<file path="src/rtl/fetch_unit.sv">
// Instruction fetch stage: owns the PC, issues reads to the synchronous program ROM,
// captures the registered ROM word one cycle later and hands {pc, inst} to decode
// through a 2-entry buffer. Supports redirect with in-flight discard and a sticky
// fault on a misaligned redirect target.
module fetch_unit #(
    parameter logic [31:0] RESET_PC = 32'h0000_0000
) (
    input  logic        clk,
    input  logic        reset,
    output logic [31:0] rom_address,
    output logic        rom_cs,
    input  logic [31:0] rom_data,
    input  logic        redirect_valid,
    input  logic [31:0] redirect_pc,
    output logic        inst_valid,
    input  logic        inst_ready,
    output logic [31:0] inst,
    output logic [31:0] inst_pc,
    output logic        fetch_fault
);

    logic        run_q;
    logic [31:0] pc_q, pc_d;
    logic        pend_q, pend_d;
    logic [31:0] pend_pc_q, pend_pc_d;
    logic        fault_q, fault_d;
    logic [1:0]  count_q, count_d;
    logic [31:0] e0_pc_q, e0_pc_d, e0_inst_q, e0_inst_d;
    logic [31:0] e1_pc_q, e1_pc_d, e1_inst_q, e1_inst_d;

    logic        pop;
    logic        push;
    logic        issue;
    logic [2:0]  credit;
    logic [1:0]  count_after_pop;

    // Handshake, issue credit and ROM request; redirect gates both paths combinationally.
    always_comb begin
        inst_valid  = (count_q != 2'd0) && !redirect_valid && !fault_q;
        pop         = inst_valid && inst_ready;
        push        = pend_q && !redirect_valid && !fault_q;
        // Entries held plus the one in flight, less the one leaving, must leave room.
        credit      = {1'b0, count_q} + {2'b00, pend_q} - {2'b00, pop};
        issue       = run_q && !fault_q && !redirect_valid && (credit < 3'd2);
        rom_cs      = issue;
        rom_address = pc_q;
        inst        = e0_inst_q;
        inst_pc     = e0_pc_q;
        fetch_fault = fault_q;
    end

    // Next-state: PC advance, in-flight tracking, buffer shift/insert, redirect flush.
    always_comb begin
        pc_d       = pc_q;
        pend_d     = 1'b0;
        pend_pc_d  = pend_pc_q;
        fault_d    = fault_q;
        e0_pc_d    = e0_pc_q;
        e0_inst_d  = e0_inst_q;
        e1_pc_d    = e1_pc_q;
        e1_inst_d  = e1_inst_q;

        if (issue) begin
            pend_d    = 1'b1;
            pend_pc_d = pc_q;
            pc_d      = pc_q + 32'd4;
        end

        // Head always lives in entry 0; a pop shifts entry 1 down before any insert.
        count_after_pop = count_q - {1'b0, pop};
        if (pop) begin
            e0_pc_d   = e1_pc_q;
            e0_inst_d = e1_inst_q;
        end
        if (push) begin
            if (count_after_pop == 2'd0) begin
                e0_pc_d   = pend_pc_q;
                e0_inst_d = rom_data;
            end else begin
                e1_pc_d   = pend_pc_q;
                e1_inst_d = rom_data;
            end
        end
        count_d = count_after_pop + {1'b0, push};

        // Once faulted, redirects are ignored until reset.
        if (redirect_valid && !fault_q) begin
            count_d = 2'd0;
            pend_d  = 1'b0;
            pc_d    = redirect_pc;
            fault_d = (redirect_pc[1:0] != 2'b00);
        end
    end

    // State registers; asynchronous reset clears everything, dropping any in-flight read.
    always_ff @(posedge clk or posedge reset) begin
        if (reset) begin
            run_q     <= 1'b0;
            pc_q      <= RESET_PC;
            pend_q    <= 1'b0;
            pend_pc_q <= 32'd0;
            fault_q   <= 1'b0;
            count_q   <= 2'd0;
            e0_pc_q   <= 32'd0;
            e0_inst_q <= 32'd0;
            e1_pc_q   <= 32'd0;
            e1_inst_q <= 32'd0;
        end else begin
            run_q     <= 1'b1;
            pc_q      <= pc_d;
            pend_q    <= pend_d;
            pend_pc_q <= pend_pc_d;
            fault_q   <= fault_d;
            count_q   <= count_d;
            e0_pc_q   <= e0_pc_d;
            e0_inst_q <= e0_inst_d;
            e1_pc_q   <= e1_pc_d;
            e1_inst_q <= e1_inst_d;
        end
    end

endmodule

</file>
<file path="config.mk">
export PLATFORM = sky130hd
export DESIGN_NAME = fetch_unit
export DESIGN_NICKNAME = d
export VERILOG_FILES = /design/src/rtl/fetch_unit.sv
export SDC_FILE = /design/constraint.sdc
export NUM_CORES = 1
export LEC_CHECK = 0
export CAP_MARGIN = 15
export CORE_MARGIN = 3
export CORE_UTILIZATION = 56
export DETAILED_ROUTE_END_ITERATION = 10
export HOLD_SLACK_MARGIN = 0.06
export PLACE_DENSITY = 0.95
export SKIP_CTS_REPAIR_TIMING = 1
export SLEW_MARGIN = 30
export SYNTH_ARGS = -nofsm -noshare
export SYNTH_HDL_FRONTEND = slang
export SYNTH_SLANG_ARGS = --single-unit
</file>
<file path="constraint.sdc">
create_clock -name clk -period 23.8 [get_ports clk]
set_input_delay 7.14 -clock clk [delete_from_list [all_inputs] [get_ports clk]]
set_output_delay 7.14 -clock clk [all_outputs]
set_load 0.005 [all_outputs]
</file>
# == Yosys cells after proc, flatten, opt, wreduce, memory -nomap -nowiden ==
# Index checks and enable logic that the tools add are counted.
# W data, S select, Z words.
# totals
word_cells,44
inputBits,68
ff_bits,197
out_inout_bits,99
# op_classes
order_cmp,1
muxes,11
reduce_logical,16
n_bitwise,1
addsub,5
# op_table
op,count
$mux W32,8
$add A32 B3 Y32 const B,1
$logic_and A1 B1 Y1,9
$reduce_bool A2 Y1,3
$add A2 B1 Y3,1
$lt A3 B2 Y1 const B,1
$sub A3 B1 Y3,1
$add A2 B1 Y2,1
$logic_not A1 Y1,2
$logic_not A2 Y1,1
$mux W1,2
$mux W2,1
$reduce_and A2 Y1,1
$sub A2 B1 Y2,1
$not A1 Y1,1

# == Longest topological paths before layout ==
# depth
ltp_word,9
depth_mapped,17
mapped_depth_nobuf,13

# == Least setup slack after synthesis ==
# No wires, ideal clock.
# synth_path
kind,input -> output
startpoint,input redirect_valid
endpoint,output rom_cs
cell_stages,15
required_ps,16660
n_path_buf,5
path_slack_ps,6845
arrival_ps,9815
cell_sequence,nor2_1 > o21a_1 > nand2_1 > buf_2 > buf_2 > inv_1 > ha_1 > nand2b_1 > fa_1 > nand4bb_4 > or2_1 > buf_6 > inv_4 > buf_4 > buf_2
# synth_between
elab_chain_len,7
word_cells_on_any_way,8
cone_classes,1 x add/sub; 1 x order compare; 6 x reduce/logical
# synth_rtl
element,line_no,source
start: declaration,13,"input logic redirect_valid,"
$logic_not A1 Y1,39,inst_valid = (count_q != 2'd0) && !redirect_valid && !fault_q;
$logic_and A1 B1 Y1 (2 in a row),39,
named net inst_valid,15,"output logic inst_valid,"
$logic_and A1 B1 Y1,40,pop = inst_valid && inst_ready;
$sub A3 B1 Y3,43,"credit = {1'b0, count_q} + {2'b00, pend_q} - {2'b00, pop};"
$lt A3 B2 Y1,44,issue = run_q && !fault_q && !redirect_valid && (credit < 3'd2);
$logic_and A1 B1 Y1,44,
end: declaration,11,"output logic rom_cs,"
# The timed path passes the listed nets, and every way through them passes these cells.

# == Worst setup path in the final report ==
# layout_path
startpoint,input redirect_valid
endpoint,output rom_cs
# layout_between
elab_chain_len,7
word_cells_on_any_way,8
cone_classes,1 x add/sub; 1 x order compare; 6 x reduce/logical
# layout_rtl
element,line_no
$logic_not A1 Y1 *,"39, 44"
$logic_and A1 B1 Y1 (2 in a row),39
$logic_and A1 B1 Y1,40
$sub A3 B1 Y3,43
$lt A3 B2 Y1,44
$logic_and A1 B1 Y1 *,44
# Every way passes the cells marked *; elsewhere a longest branch is shown, timed or not.

==> results by group <==
Synth
  – Cell variety after synth: 50
  – Yosys reg bits: 197
  – Post-Syn Instances: 784
  – Adder-cell share of the synthesized area: 0.008089
  – Largest family of logic cells by synthesized area: multiplexers
  – Post-synthesis mux area share: 0.1622
  – Simple-Gate Fraction of Synth Area: 0.1401
  – Commonest register cell after synthesis: dfrtp_1
  – Post-synthesis sequential area ratio: 0.5691
  – Async SR Flop Fraction: 1.000
  – Post-synthesis xor/xnor area fraction: 0.01401
  – Synth Cell Area: 8662 um^2
  – Mean Syn Cell Area: 11.05 um^2
  – Syn_nets: 857
  – Post-synth EDFFs: 0
  – Synth Area in Compound Gates: 0.07728
  – YS warnings: 0

Die
  – Core Region: 14810 um^2
  – Width of the die: 130.4 um
  – Initial Utilization: 0.5849
  – Cell row count: 44
  – Die height: 130.4 um
  – Top Ports: 167
  – Die area: 17000 um^2

Placed design
  – # port buffers: 166
  – Dpl hpwl: 12.70 mm
  – DP Cell Count: 1092
  – Placed inst area: 10430 um^2
  – Gpl congestion: 0.8081

Timing
  – Count of final max-slew check failures: 0
  – Skew final: 0.007090 ns
  – Shortest period the worst path allows: 18.72 ns
  – Least-Margin Pin Slew: 0.9021 ns
  – Max transition margin: 0.3986
  – Max Freq: 0.05343 GHz
  – Final setup vio count: 0
  – Endpoints failing hold: 0
  – RSZ-0062 raised after global routing: false
  – Post-Route Setup TNS: 0 ns
  – Part of the cycle the worst path needs: 0.7865

Detailed routing
  – Vias: 6513
  – Post-detailed-route DRC marker count: 0
  – DRT iter0 DRCs: 554
  – WL per Instance: 17.52 um
  – Pre-antenna DRT Iters: 5
  – Final wirelength: 19.64 mm
  – Routed vias/inst: 5.810
  – DRT antenna net count: 0

Final layout
  – Number of fill cells in the layout: 961
  – Nets@finish: 1000
  – Final Cell Area: 10970 um^2
  – Commonest non-fill, non-tap cell in the layout: dfrtp_1
  – Share of layout cells above drive strength 1: 0.1217
  – Final Util: 0.7406
  – Layout Cells excl Fill: 1121
  – P&R area growth vs syn: 26.62%
  – Antenna cells: 0
  – Most frequent cells in the layout: dfrtp_1, clkdlybuf4s50_1, nand2_1

Worst setup path
  – Critical Path Source: redirect_valid
  – Critical Path RT: 16.66 ns
  – Crit Path Category: in -> out
  – Critical path startpoint category: primary input
  – Crit Reg-Reg Startpoint: fetch_fault
  – Largest fanout on the critical path: 65
  – Critical Path End Type: output pin
  – Worst EP arrival: 11.58 ns

Run status
  – Outcome: finished clean

Clocking
  – Max Root-Sink Buffers: 2
  – Worst-path clk slew: 0.07 ns
  – CTS tree: yes
  – CTS Buf Count: 17
  – Clock sink count: 197
  – CTS root buffer: clkbuf_16
  – Worst skew pair latency: 0.43 ns
  – Depth of the CTS H-tree: 4

Min path
  – Min-delay src: pend_pc_q[2]
  – Worst hold path class: reg -> reg

Power and ir drop
  – Pwr dens: 67.10 nW/um^2
  – Pwr Total: 0.7360 mW
  – Static leakage: 5.571 nW
  – Peak supply drop: 51.24 uV

Global routing
  – Global-route wire length before repair: 31.95 mm
  – GRT Util Overall: 0.2380
  – GRT overflow: 0
  – Initial antenna violation count: 0
  – Number of global-route vias before repair: 6495
  – Largest net degree at the start of global routing: 129

Run
  – Max_cap viols: 0
[where the power goes]
part	switching, mW	internal [mW]
logic	0.0364	0.0501
registers	0.0297	0.356
clock network	0.118	0.145
[sequential cells by signal, summed over array words and instances, names as in the netlist]
register     cells
run_q            1
inst_pc         32
e1_inst_q       32
count_q          2
rom_address     32
pend_q           1
pend_pc_q       32
inst            32
e1_pc_q         32
fetch_fault      1
[critical path: stages]
cell             delay [ns]
clkdlybuf4s50_1        0.53
nor2_1                 0.18
o21a_1                 0.28
nand2_8                0.43
inv_1                  0.23
ha_1                   0.25
nand2b_1               0.16
fa_1                   0.53
nand4bb_4              0.17
or2_2                  0.32
buf_4                  0.29
inv_4                  0.43
clkdlybuf4s50_1        0.59
[cell families after synthesis]
kind of cell / after synthesis
and+or+nand+nor: 266
DFF: 197
muxes: 132
AOI/OAI and AO/OA: 115
buffers and inverters: 55
xor gates and xnor gates: 13
adders and majority gates: 5
other: 1
[cell usage after synthesis, drive strengths merged (2+ instances only)]
library cell / n / share of area
and4: 3 / 0.0030
a211oi: 4 / 0.0035
nand2: 113 / 0.049
a41o: 2 / 0.0023
buf: 27 / 0.016
and2: 6 / 0.0043
a311oi: 7 / 0.0071
a32oi: 2 / 0.0020
nor2: 92 / 0.041
and3: 5 / 0.0042
inv: 7 / 0.0033
a22oi: 2 / 0.0017
nand4: 16 / 0.013
mux2: 67 / 0.087
nand2b: 3 / 0.0022
o21ai: 13 / 0.0075
o211ai: 5 / 0.0043
o21a: 2 / 0.0017
nand3: 15 / 0.0087
clkbuf: 21 / 0.0091
nor4: 4 / 0.0064
xnor2: 3 / 0.0030
ha: 4 / 0.0058
nor3: 5 / 0.0029
a21oi: 72 / 0.042
dfrtp: 197 / 0.57
xor2: 10 / 0.011
mux2i: 65 / 0.075
[layer usage]
| layer | share of wire | up-vias | GRT usage |
|---|---|---|---|
| li1 | - | 2988 | - |
| met1 | 0.43 | 3193 | 0.3199 |
| met2 | 0.47 | 299 | 0.3796 |
| met3 | 0.078 | 33 | 0.06667 |
| met4 | 0.022 | 0 | 0.07743 |
| met5 | 0 | - | 0 |
[through the flow]
step	hold WS, ns	setup slack (ns)
3_3_place_gp	0.4809	4.857
2_1_floorplan	0.4630	6.845
3_5_place_dp	0.4860	5.124
4_1_cts	0.5038	5.085
5_1_grt	0.5180	4.825
6_report	0.5047	5.082
[worst paths after layout]
check / to / slack (ns) / cells after the start
min in group asynchronous: e1_inst_q[14] / 7.30 / 2
worst max-delay path: rom_cs / 5.08 / 13
max in group asynchronous: inst_pc[14] / 15.36 / 3
worst min-delay path: pend_pc_q[2] / 0.50 / 2
worst min register to register: pend_pc_q[2] / 0.50 / 2
worst max register to register: rom_address[31] / 19.32 / 14
[layout make-up]
type | instances | area, um^2 | share of cell area
multi-input cells | 532 | 3526 | 0.3215
well taps | 184 | 230.2 | 0.02099
clock inverters | 8 | 81.33 | 0.007415
flip-flops and latches | 197 | 4930 | 0.4495
clock buffers | 21 | 450.4 | 0.04107
repair buffers | 172 | 1714 | 0.1563
inverters | 7 | 36.28 | 0.003308
Power figures use the tool's default switching activity.
